===== src/rtl/uart_rx_fifo.sv =====
// Parametrised UART receiver with a first-word-fall-through RX FIFO and sticky overrun flag.
// Defining UART_RX_BREAK_DETECT_EN turns all-zero frames with a low stop bit into o_break pulses.
module uart_rx_fifo #(
    parameter int DataBits     = 8,
    parameter int Parity       = 0,
    parameter int FifoDepth    = 4,
    parameter int RxSyncStages = 2,
    parameter int DivWidth     = 16
) (
    input  logic                           i_clk,
    input  logic                           i_rst,
    input  logic [DivWidth-1:0]            i_div,
    input  logic                           i_rx,
    output logic                           o_dout_valid,
    input  logic                           i_dout_ready,
    output logic [DataBits-1:0]            o_dout_bits,
    output logic                           o_dout_perr,
    output logic                           o_dout_ferr,
    output logic                           o_overrun,
    input  logic                           i_clr_overrun,
    output logic [$clog2(FifoDepth+1)-1:0] o_level,
    output logic                           o_busy,
    output logic                           o_break
);
    localparam int PtrW  = $clog2(FifoDepth);
    localparam int LvlW  = $clog2(FifoDepth + 1);
    localparam int IdxW  = $clog2(DataBits);
    localparam int WordW = DataBits + 2;

    localparam logic [2:0] ST_IDLE   = 3'd0;
    localparam logic [2:0] ST_START  = 3'd1;
    localparam logic [2:0] ST_DATA   = 3'd2;
    localparam logic [2:0] ST_PARITY = 3'd3;
    localparam logic [2:0] ST_STOP   = 3'd4;
    localparam logic [2:0] ST_WAIT   = 3'd5;

    localparam logic [DivWidth-1:0] DivOne  = {{(DivWidth-1){1'b0}}, 1'b1};
    localparam logic [IdxW-1:0]     IdxOne  = {{(IdxW-1){1'b0}}, 1'b1};
    localparam logic [IdxW-1:0]     IdxLast = IdxW'(DataBits - 1);
    localparam logic [PtrW-1:0]     PtrOne  = {{(PtrW-1){1'b0}}, 1'b1};
    localparam logic [LvlW-1:0]     LvlOne  = {{(LvlW-1){1'b0}}, 1'b1};
    localparam logic [LvlW-1:0]     LvlFull = LvlW'(FifoDepth);

    function automatic logic parity_err(input logic [DataBits-1:0] data, input logic par_bit);
        logic even_err;
        even_err = (^data) ^ par_bit;
        return (Parity == 2) ? ~even_err : even_err;
    endfunction

    logic [RxSyncStages-1:0] sync_q;
    logic                    rx_prev_q;
    logic                    s_rx;
    logic                    edge_s;
    logic                    sample_s;
    logic [2:0]              state_q, state_d;
    logic [DivWidth-1:0]     div_q, div_d;
    logic [DivWidth-1:0]     cnt_q, cnt_d;
    logic [IdxW-1:0]         idx_q, idx_d;
    logic [DataBits-1:0]     data_q, data_d;
    logic                    perr_q, perr_d;
    logic                    push_s, ferr_s, brk_s;

    logic [WordW-1:0]        mem_q [FifoDepth];
    logic [WordW-1:0]        head_s;
    logic [PtrW-1:0]         wr_ptr_q, rd_ptr_q;
    logic [LvlW-1:0]         level_q;
    logic                    ovr_q, brk_q;
    logic                    full_s, pop_s, wr_en_s, ovr_set_s;

    assign s_rx     = sync_q[RxSyncStages-1];
    assign edge_s   = rx_prev_q & ~s_rx;
    assign sample_s = (cnt_q == {DivWidth{1'b0}});

`ifdef UART_RX_BREAK_DETECT_EN
    logic par_low_s, is_brk_s;
    // With all-zero data the received parity bit follows directly from the parity error flag.
    assign par_low_s = (Parity == 0) ? 1'b1 : ((Parity == 2) ? perr_q : ~perr_q);
    assign is_brk_s  = (data_q == {DataBits{1'b0}}) & par_low_s & ~s_rx;
`endif

    // Input synchroniser (resets to idle-high) and edge-detect history.
    always_ff @(posedge i_clk) begin
        if (i_rst) begin
            sync_q    <= {RxSyncStages{1'b1}};
            rx_prev_q <= 1'b1;
        end else begin
            sync_q    <= {sync_q[RxSyncStages-2:0], i_rx};
            rx_prev_q <= s_rx;
        end
    end

    // Receiver next-state: bit timing, sampling and push/break requests.
    always_comb begin
        state_d = state_q;
        div_d   = div_q;
        cnt_d   = cnt_q;
        idx_d   = idx_q;
        data_d  = data_q;
        perr_d  = perr_q;
        push_s  = 1'b0;
        ferr_s  = 1'b0;
        brk_s   = 1'b0;
        case (state_q)
            ST_IDLE: begin
                if (edge_s) begin
                    div_d   = i_div;
                    cnt_d   = (i_div >> 1) - DivOne;
                    idx_d   = {IdxW{1'b0}};
                    perr_d  = 1'b0;
                    state_d = ST_START;
                end else begin
                    state_d = ST_IDLE;
                end
            end
            ST_WAIT: begin
                if (s_rx) begin
                    state_d = ST_IDLE;
                end else begin
                    state_d = ST_WAIT;
                end
            end
            ST_START, ST_DATA, ST_PARITY, ST_STOP: begin
                if (!sample_s) begin
                    cnt_d = cnt_q - DivOne;
                end else begin
                    cnt_d = div_q - DivOne;
                    case (state_q)
                        ST_START: state_d = s_rx ? ST_IDLE : ST_DATA;
                        ST_DATA: begin
                            data_d = {s_rx, data_q[DataBits-1:1]};
                            idx_d  = idx_q + IdxOne;
                            if (idx_q == IdxLast) begin
                                state_d = (Parity != 0) ? ST_PARITY : ST_STOP;
                            end else begin
                                state_d = ST_DATA;
                            end
                        end
                        ST_PARITY: begin
                            perr_d  = parity_err(data_q, s_rx);
                            state_d = ST_STOP;
                        end
                        ST_STOP: begin
                            ferr_s = ~s_rx;
`ifdef UART_RX_BREAK_DETECT_EN
                            if (is_brk_s) begin
                                brk_s   = 1'b1;
                                state_d = ST_WAIT;
                            end else begin
                                push_s  = 1'b1;
                                state_d = s_rx ? ST_IDLE : ST_WAIT;
                            end
`else
                            push_s  = 1'b1;
                            state_d = s_rx ? ST_IDLE : ST_WAIT;
`endif
                        end
                        default: state_d = ST_IDLE;
                    endcase
                end
            end
            default: state_d = ST_IDLE;
        endcase
    end

    // Receiver state registers.
    always_ff @(posedge i_clk) begin
        if (i_rst) begin
            state_q <= ST_IDLE;
            div_q   <= {DivWidth{1'b0}};
            cnt_q   <= {DivWidth{1'b0}};
            idx_q   <= {IdxW{1'b0}};
            data_q  <= {DataBits{1'b0}};
            perr_q  <= 1'b0;
        end else begin
            state_q <= state_d;
            div_q   <= div_d;
            cnt_q   <= cnt_d;
            idx_q   <= idx_d;
            data_q  <= data_d;
            perr_q  <= perr_d;
        end
    end

    assign pop_s     = (level_q != {LvlW{1'b0}}) & i_dout_ready;
    assign full_s    = (level_q == LvlFull);
    assign wr_en_s   = push_s & (~full_s | pop_s);
    assign ovr_set_s = push_s & full_s & ~pop_s;

    // FIFO storage, pointers, occupancy, sticky overrun and break pulse.
    always_ff @(posedge i_clk) begin
        if (i_rst) begin
            for (int i = 0; i < FifoDepth; i++) begin
                mem_q[i] <= {WordW{1'b0}};
            end
            wr_ptr_q <= {PtrW{1'b0}};
            rd_ptr_q <= {PtrW{1'b0}};
            level_q  <= {LvlW{1'b0}};
            ovr_q    <= 1'b0;
            brk_q    <= 1'b0;
        end else begin
            if (wr_en_s) begin
                mem_q[wr_ptr_q] <= {data_q, perr_q, ferr_s};
                wr_ptr_q        <= wr_ptr_q + PtrOne;
            end
            if (pop_s) begin
                rd_ptr_q <= rd_ptr_q + PtrOne;
            end
            case ({wr_en_s, pop_s})
                2'b10:   level_q <= level_q + LvlOne;
                2'b01:   level_q <= level_q - LvlOne;
                default: level_q <= level_q;
            endcase
            // A set in the same cycle as a clear must win.
            if (ovr_set_s) begin
                ovr_q <= 1'b1;
            end else if (i_clr_overrun) begin
                ovr_q <= 1'b0;
            end
            brk_q <= brk_s;
        end
    end

    assign head_s       = mem_q[rd_ptr_q];
    assign o_dout_valid = (level_q != {LvlW{1'b0}});
    assign o_dout_bits  = head_s[WordW-1:2];
    assign o_dout_perr  = head_s[1];
    assign o_dout_ferr  = head_s[0];
    assign o_overrun    = ovr_q;
    assign o_level      = level_q;
    assign o_busy       = (state_q != ST_IDLE);
    assign o_break      = brk_q;
endmodule

===== config.mk =====
export PLATFORM = sky130hd
export DESIGN_NAME = uart_rx_fifo
export DESIGN_NICKNAME = d
export VERILOG_FILES = /design/src/rtl/uart_rx_fifo.sv
export SDC_FILE = /design/constraint.sdc
export NUM_CORES = 1
export LEC_CHECK = 0
export ABC_AREA = 1
export CORE_ASPECT_RATIO = 1.25
export CORE_MARGIN = 8
export CORE_UTILIZATION = 58
export DETAILED_ROUTE_END_ITERATION = 8
export PLACE_DENSITY = 0.8
export SETUP_SLACK_MARGIN = 0.05
export SKIP_LAST_GASP = 1
export SLEW_MARGIN = 20
export SYNTH_ARGS = -nofsm -noshare
export SYNTH_HDL_FRONTEND = slang
export SYNTH_SLANG_ARGS = --single-unit

===== constraint.sdc =====
create_clock -name i_clk -period 3.25 [get_ports i_clk]
set_input_delay 0.325 -clock i_clk [delete_from_list [all_inputs] [get_ports i_clk]]
set_output_delay 0.325 -clock i_clk [all_outputs]
set_load 0.1 [all_outputs]

# Word level (Yosys, flattened, before mapping)
# Memories as Yosys holds them, arrays and structs flattened. A register that Yosys moved wholly into a read port is not among the register bits.
# Index checks and enable logic that the tools add are counted.
# totals
ff_bits	58
elab_cells	96
memories	1
ramBits	40
# classes
n_mux	37
n_bitwise	10
add_sub_neg	8
n_reduce_logical	15
eq_ne	13
# memory_table
memory	depth	width	read_ports	rd_ports_with_merged_regs	wr	line	rtl
mem_q	4	10	1	1	4	63	logic [WordW-1:0] mem_q [FifoDepth];
# op_table
operator	count
$mux W16	2
$pmux W16 S2	1
$sub A16 B1 Y16 const B	2
$mux W1	18
$mux W3	6
$logic_not A16 Y1	1
$sub A15 B1 Y16 const B	1
$eq A3 B3 Y1 const B	4
$pmux W3 S2	2
$pmux W3 S4	1
$mux W10	1
$reduce_or A10 Y1	1
$pmux W3 S3	1
$mux W2	4
$ne A2 B2 Y1 const B	4
$reduce_and A4 Y1	2
$reduce_xor A8 Y1	1
$add A3 B1 Y3 const B	2
$eq A3 B2 Y1 const B	2
$reduce_bool A2 Y1	3
$reduce_bool A3 Y1	2
$and A1 B1 Y1	5
$add A2 B1 Y2 const B	2
$reduce_and A2 Y1	2
11 further kinds	13

# Logic depth before layout (Yosys ltp)
# Gate-level depths: netlist (run 1).
# depth
word_depth	10
ltp_mapped	18
depth_no_buf	18

# Worst setup path before layout (run 1)
# Ideal clock, no wire load.
# synth_path
kind	reg2reg
start	reg level_q[0], in the netlist o_level[0]
end	mem mem_q[3][0] (netlist name) (enable)
synth_period_minus_slack_ns	3.524
slack_ns	-0.274
path_stages_with_launch	7
setup_ns	0.393
arrival_ns	3.131
cell_sequence	dfxtp_1 > nor2_1 > nand2_1 > nand2_1 > nand3_1 > nand2_2 > o31ai_1
# synth_rtl
element	line	rtl
start: declaration	66	logic [LvlW-1:0] level_q;
start signal: assignment	197	level_q <= {LvlW{1'b0}};
start signal: assignment	209	2'b10: level_q <= level_q + LvlOne;
start signal: assignment	210	2'b01: level_q <= level_q - LvlOne;
end: declaration	63	

# Worst setup path after layout (run 1)
# layout_path
start	reg cnt_q[5]
end	reg cnt_q[12]
# layout_via
elab_chain_len	3
# layout_lines
element	line	rtl
start: declaration	57	logic [DivWidth-1:0] cnt_q, cnt_d;
start signal: assignment	170	cnt_q <= {DivWidth{1'b0}};
start signal: assignment	177	cnt_q <= cnt_d;
$sub A16 B1 Y16 or $logic_not A16 Y1 (tied branches)	124, 72	
$mux W16 *	123	if (!sample_s) begin
$pmux W16 S2 *	103	case (state_q)
# Every way passes the cells marked *; elsewhere a longest branch is shown, timed or not.
# A chain may end at the register's enable or synchronous reset.

==> out/metrics.yaml, run 1 <==
ys_types: 38
synth_ff_type: "dfxtp_1"
root_buffer: "clkbuf_8"
path_class: "flop to flop"
synthTopCellsByArea: "dfxtp_1 (24%), edfxtp_1 (24%), nor2_1 (9.6%)"
synth_edf_count: 40
slew_viol_final: 0
cp-start-kind: "flop"
nets: 692
netlist_area_um2: 5006
io_pins: 38
drtPass1Iterations: 5
period_needed_ns: 2.756
rows: 38
postCtsHoldBufs: 0
critical-path-top-delay-family: "simple AND/OR/NAND/NOR gates"
min_from: "div_q[10]"
synth.avg_cell_area_um2: 7.810
hold_path_depth: 2
synth_nets: 666
initial_core_util_pct: 58.49
async_flop_share_pct: 0
grt_pass1_vias: 4164
yosysMostFrequentCell: "nor2_1"
cts_buffer_depth: 2
clock.fmax_mhz: 362.8
r2r-end: "cnt_q[12]"
drv_cap: 0
dp_hpwl_um: 8461
tightest_slew_ns: 0.9850
gp_congestion: 0.8812
max_stage_delay_ns: 0.37
core_um2: 8558
p_leak_nw: 2.225
drt.antenna.violating_nets: 0
yosysWarnings: 0
cts_made_buffers: 9
worstHoldEndpoint: "div_q[10]"
crit_path_cell_trace: "nor2_1 -> nand2_1 -> nor2_4 -> nand2_2 -> nand3_1 -> nand2_1 -> nor2_4 -> ha_1 -> inv_1 -> nor2_2 -> nand2_2 -> nor2_4 -> nand2_1 -> nand2_1 -> nand3_1 -> nand2_1 -> inv_1"
clock_sinks: 100
wl_per_cell_um: 14.82
cts.clk_slew.worst_paths_ns: 0.10
yosysSeqAreaShare_pct: 47.99
grt_pass1_wl_um: 19040
cellPowerDensity_nw_per_um2: 637.5
drive_above_1_share_pct: 10.71
clk_latency_ns: 0.38
critPathBufInv: 2
setup_viol: 0
drc_errors: 0
r2r-start: "cnt_q[5]"
gr-total-overflow: 0
end_kind: "flop"
worst_path_max_delay_cell: "nand2_2"
n_antenna_cell: 0
fp.dieH_um: 119.9
preCtsSetupSlack_ns: 0.5665
drt_iter0_drc: 207
htree_num_levels: 3
cp_common_cell: "nand2_1"
vias_per_cell: 5.573
grt_max_degree: 34
synth_top_area_cell: "dfxtp_1"
rsz0062_at_grt: "no"
cts_tree: "yes"
synthCells: 641
finalClockSkew_ns: 0.01166
crit_arrival_ns: 3.05
antenna_found_initial: 0
routed_wl_um: 11440
final.setup.tns_ns: 0
synth_common_cells: "nor2_1 (128), nand2_1 (88), inv_1 (64)"
worstPathRequired_ns: 3.54
yosysTopAreaCellShare_pct: 23.99
worst_slack_ns: 0.4940
grt_usage_pct: 19.59
dieWidth_um: 99.10
vias: 4302
die_area_um2: 11880
min_period_over_period_pct: 84.80
ir_drop_uv: 334.1
area_delta_synth_final_pct: 11.10
path_max_fanout: 20
cts_resized: 0
postCtsSetupRepairBufs: 0
hold_viol_final: 0
r2r_slack_ns: 0.49
hold_class: "flop to flop"
relSlewSlack_pct: 34.13
status: "finished clean"
synth_seq_cells: 100
ff2ff_path_depth: 17
portBuffers: 36
==> metrics by stage <==
| step | hold slack [ns] | cells | utilization, % | cell area [µm²] | power [mW] |
|---|---|---|---|---|---|
| after global placement | 0.4309 | 756 | 62.85 | 5379 | 2.789 |
| final | 0.4526 | 772 | 64.99 | 5562 | 3.545 |
| after floorplan | 0.3895 | 641 | - | 5014 | 2.545 |
| after CTS | 0.4527 | 772 | 64.99 | 5562 | 3.552 |
| after global routing | 0.4617 | 772 | 64.99 | 5562 | 3.700 |
| after detailed placement | 0.4320 | 756 | 62.85 | 5379 | 2.814 |
==> routing by layer <==
metal / track usage (%) / vias to the layer above / part of all wire (%)
met4: 11.10 / 0 / 3.6
met1: 20.79 / 2001 / 40
li1: - / 2167 / -
met3: 2.955 / 27 / 4.2
met2: 36.07 / 107 / 52
met5: 0 / - / 0
==> worst min-delay path: cells and delay by family (launching register included) <==
family | cells | cell delay [ns]
compound gates | 1 | 0.05
buf+inv | 1 | 0.05
flops | 1 | 0.32
==> area by class of cell <==
cell class,instances,area [µm²]
multi-input combinational,443,2207
inverter,71,266.5
clock buffer,9,123.9
clock inverter,7,58.81
fill,745,2997
timing repair buffer,42,377.9
tap,100,125.1
sequential,100,2402
==> cell families (layout without fill, tap and decap cells) <==
logic type | count (synthesis) | count (layout) | share of synthesized area, %
AND/OR/NAND/NOR | 314 | 314 | 28.72
AO/OA/AOI/OAI | 114 | 114 | 12.25
flip-flops | 100 | 100 | 47.99
buffers and inverters | 98 | 129 | 8.073
XOR/XNOR | 10 | 10 | 1.749
adder cells (fa/ha/maj) | 4 | 4 | 1.150
other | 1 | 1 | 0.07491
==> power by group <==
part           switching (mW)  total (mW)  internal [mW]
combinational            1.04        1.35          0.304
clock                   0.469       0.760          0.291
sequential             0.0539        1.44           1.38
==> flip-flops by register name (all words and copies together) (netlist names), named ones only <==
register and flops:
cnt_q 16, data_q 8, div_q 16, idx_q 3, mem_q 40, o_level 3, o_overrun 1, perr_q 1
rd_ptr_q 2, rx_prev_q 1, state_q 3, sync_q 2, wr_ptr_q 2
==> cells in the final DEF, fill, tap and decap left out, types with 2 or more instances in the layout <==
cell type	netlist	routed
a21oi_1	33	33
a32oi_1	2	2
buf_4	1	17
clkbuf_8	0	9
clkdlybuf4s50_1	0	25
clkinv_1	2	3
clkinvlp_4	0	2
dfxtp_1	60	60
edfxtp_1	40	40
ha_1	3	3
inv_1	64	64
inv_2	5	5
inv_8	0	2
nand2_1	88	87
nand2_2	6	7
nand3_1	40	40
nand3_2	9	9
nand4_1	17	17
nor2_1	128	128
nor2_2	7	7
nor2_4	7	7
nor3_1	8	8
o211ai_1	2	2
o21ai_0	60	60
o22ai_1	10	10
or2_2	2	2
xnor2_1	6	6
xor2_1	4	4
==> worst max path at each step <==
stage	from	end	slack, ns	cells after the start
after floorplan	o_level[0]	mem_q[0][0]	0.17	11
after global placement	cnt_q[4]	cnt_q[12]	0.61	17
after detailed placement	cnt_q[8]	cnt_q[12]	0.57	17
after CTS	cnt_q[4]	cnt_q[14]	0.51	17
after global routing	cnt_q[5]	cnt_q[12]	0.17	17
final	cnt_q[5]	cnt_q[12]	0.49	17
(Power assumes the default switching activity.)
==> inputs of run 2 (changes only) <==
CORE_UTILIZATION = 53   (was 58)
PLACE_DENSITY = 0.77   (was 0.8)
clock period = 2.4 ns   (was 3.25 ns; I/O delays follow)
==> out/metrics.yaml, run 2 (synthesis results as in run 1) <==
status: "finished clean"  # unchanged
dieWidth_um: 102.9  # was 99.10 µm
tightest_slew_ns: 0.5628  # was 0.9850 ns
path_max_fanout: 4  # was 20
worstPathRequired_ns: 2.62  # was 3.54 ns
drtPass1Iterations: 5  # unchanged
multi_input_area_um2: 2322  # was 2207 µm²
hold_path_depth: 1  # was 2
setup_viol: 0  # unchanged
drt.antenna.violating_nets: 0  # unchanged
final_common_cell: "nor2_1"  # unchanged
finalClockSkew_ns: 0.005846  # was 0.01166 ns
portBuffers: 36  # unchanged
cts_buffer_depth: 2  # unchanged
ir_drop_uv: 469.6  # was 334.1 µV
fp.dieH_um: 124.7  # was 119.9 µm
grt_pass1_vias: 4363  # was 4,164
final_cell_mix: "nor2_1 (126), nand2_1 (83), inv_1 (64), o21ai_0 (60), dfxtp_1 (55)"  # was nor2_1 (128), nand2_1 (87), inv_1 (64), o21ai_0 (60), dfxtp_1 (60)
rows: 39  # was 38
clock_sinks: 100  # unchanged
clk_latency_ns: 0.35  # was 0.38 ns
slew_viol_final: 0  # unchanged
wl_per_cell_um: 15.05  # was 14.82 µm
dp_hpwl_um: 8781  # was 8461 µm
initial_core_util_pct: 54.57  # was 58.49%
clock.fmax_mhz: 451.1  # was 362.8 MHz
end_kind: "flop"  # unchanged
relSlewSlack_pct: 62.44  # was 34.13%
cts.clk_slew.worst_paths_ns: 0.07  # was 0.10 ns
area_delta_synth_final_pct: 22.94  # was 11.10%
io_pins: 38  # unchanged
vias_per_cell: 5.484  # was 5.573
routed_wl_um: 12280  # was 11,440 µm
antenna_found_initial: 0  # unchanged
num-fill-cells: 781  # was 745
n_antenna_cell: 0  # unchanged
grt_max_degree: 29  # was 34
ff2ff_path_depth: 15  # was 17
root_buffer: "clkbuf_16"  # was clkbuf_8
gr-total-overflow: 0  # unchanged
grt_pass1_wl_um: 20200  # was 19,040 µm
drive_above_1_share_pct: 17.60  # was 10.71%
hold_viol_final: 0  # unchanged
min_period_over_period_pct: 92.37  # was 84.80%
vias: 4475  # was 4,302
final.setup.tns_ns: 0  # unchanged
power_mw: 5.872  # was 3.545 mW
regArea_um2: 2416  # was 2402 µm²
nets: 713  # was 692
p_leak_nw: 2.487  # was 2.225 nW
path_class: "flop to flop"  # unchanged
drt_iter0_drc: 320  # was 207
grt_usage_pct: 19.75  # was 19.59%
cts_made_buffers: 9  # unchanged
cellPowerDensity_nw_per_um2: 954.1  # was 637.5 nW/µm²
top_register: "mem_q"  # unchanged
largest_reg_flops: 40  # unchanged
htree_num_levels: 3  # unchanged
top_regs: "mem_q x40, cnt_q x16, div_q x16"  # unchanged
die_area_um2: 12830  # was 11,880 µm²
cp-start-kind: "flop"  # unchanged
hold_class: "flop to flop"  # unchanged
drv_cap: 0  # unchanged
crit_arrival_ns: 2.44  # was 3.05 ns
rsz0062_at_grt: "yes"  # was no
drc_errors: 0  # unchanged
cts_tree: "yes"  # unchanged
gp_congestion: 0.9378  # was 0.8812
period_needed_ns: 2.217  # was 2.756 ns
core_um2: 9174  # was 8558 µm²
-- run 2: changes by cell type in the layout (fill, tap and decap cells not counted), sizes merged --
cell           previous run  this run
inv                      72        70
buf                      17        43
clkdlybuf4s50            25        20
clkbuf                    9        10
bufinv                    0         3
clkinv                    4         2
-- run 2: worst paths after layout --
kind / from / end / slack [ns]
worst max-delay path: cnt_q[0] / cnt_q[6] / 0.18
worst min-delay path: sync_q[0] / sync_q[1] / 0.42
worst max register to register: cnt_q[0] / cnt_q[6] / 0.18
worst min register to register: sync_q[0] / sync_q[1] / 0.42
-- run 2: timing repair --
action,in CTS,in global routing
hold buffers,0,0
gates resized for setup,1,14
endpoints found under the setup margin,2,29
pin swaps,0,8
setup buffers,0,10
-- run 2: critical path: stages (launching register included) --
cell and delay (ns):
dfxtp_1 0.33, nor2_1 0.14, nand2_1 0.11, nor2_4 0.17
buf_4 0.15, nand3_2 0.12, nor2_1 0.21, nor2_4 0.07
ha_4 0.16, inv_1 0.07, nor2_2 0.05, nand2_2 0.13
nor2_4 0.06, buf_4 0.13, xnor2_1 0.12, a21oi_1 0.08
-- run 2: per-layer routing --
metal	track usage (%)	routed length, µm	vias to the layer above
met5	0	0	-
met4	9.137	374	0
met3	3.971	664	32
met2	35.33	6470	149
met1	21.23	4772	2082
li1	-	-	2212
-- run 2: where the power goes --
part | leakage [nW] | internal (mW) | switching (mW)
sequential | 0.905 | 1.89 | 0.0772
combinational | 1.42 | 0.711 | 1.54
clock | 0.163 | 1.02 | 0.632
total | 2.49 | 3.62 | 2.25
-- run 2: area by class of cell --
class	instances	area share, %
Timing Repair Buffer	63	10.59
Clock buffer	10	3.720
Tap cell	123	2.501
Sequential cell	100	39.26
Clock inverter	6	1.809
Inverter	71	4.391
Multi-Input combinational cell	443	37.73
-- run 2: metrics by stage --
stage | instance area (µm²) | util (%) | instances | worst slack [ns] | hold WS [ns]
after floorplan | 5095 | - | 641 | 0.09904 | 0.3438
after global placement | 5684 | 61.96 | 790 | 0.1092 | 0.4004
final | 6155 | 67.09 | 816 | 0.1831 | 0.4202
after CTS | 6030 | 65.73 | 806 | 0.07217 | 0.4237
after detailed placement | 5684 | 61.96 | 790 | 0.06749 | 0.4009
after global routing | 6155 | 67.09 | 816 | 0.005654 | 0.4633
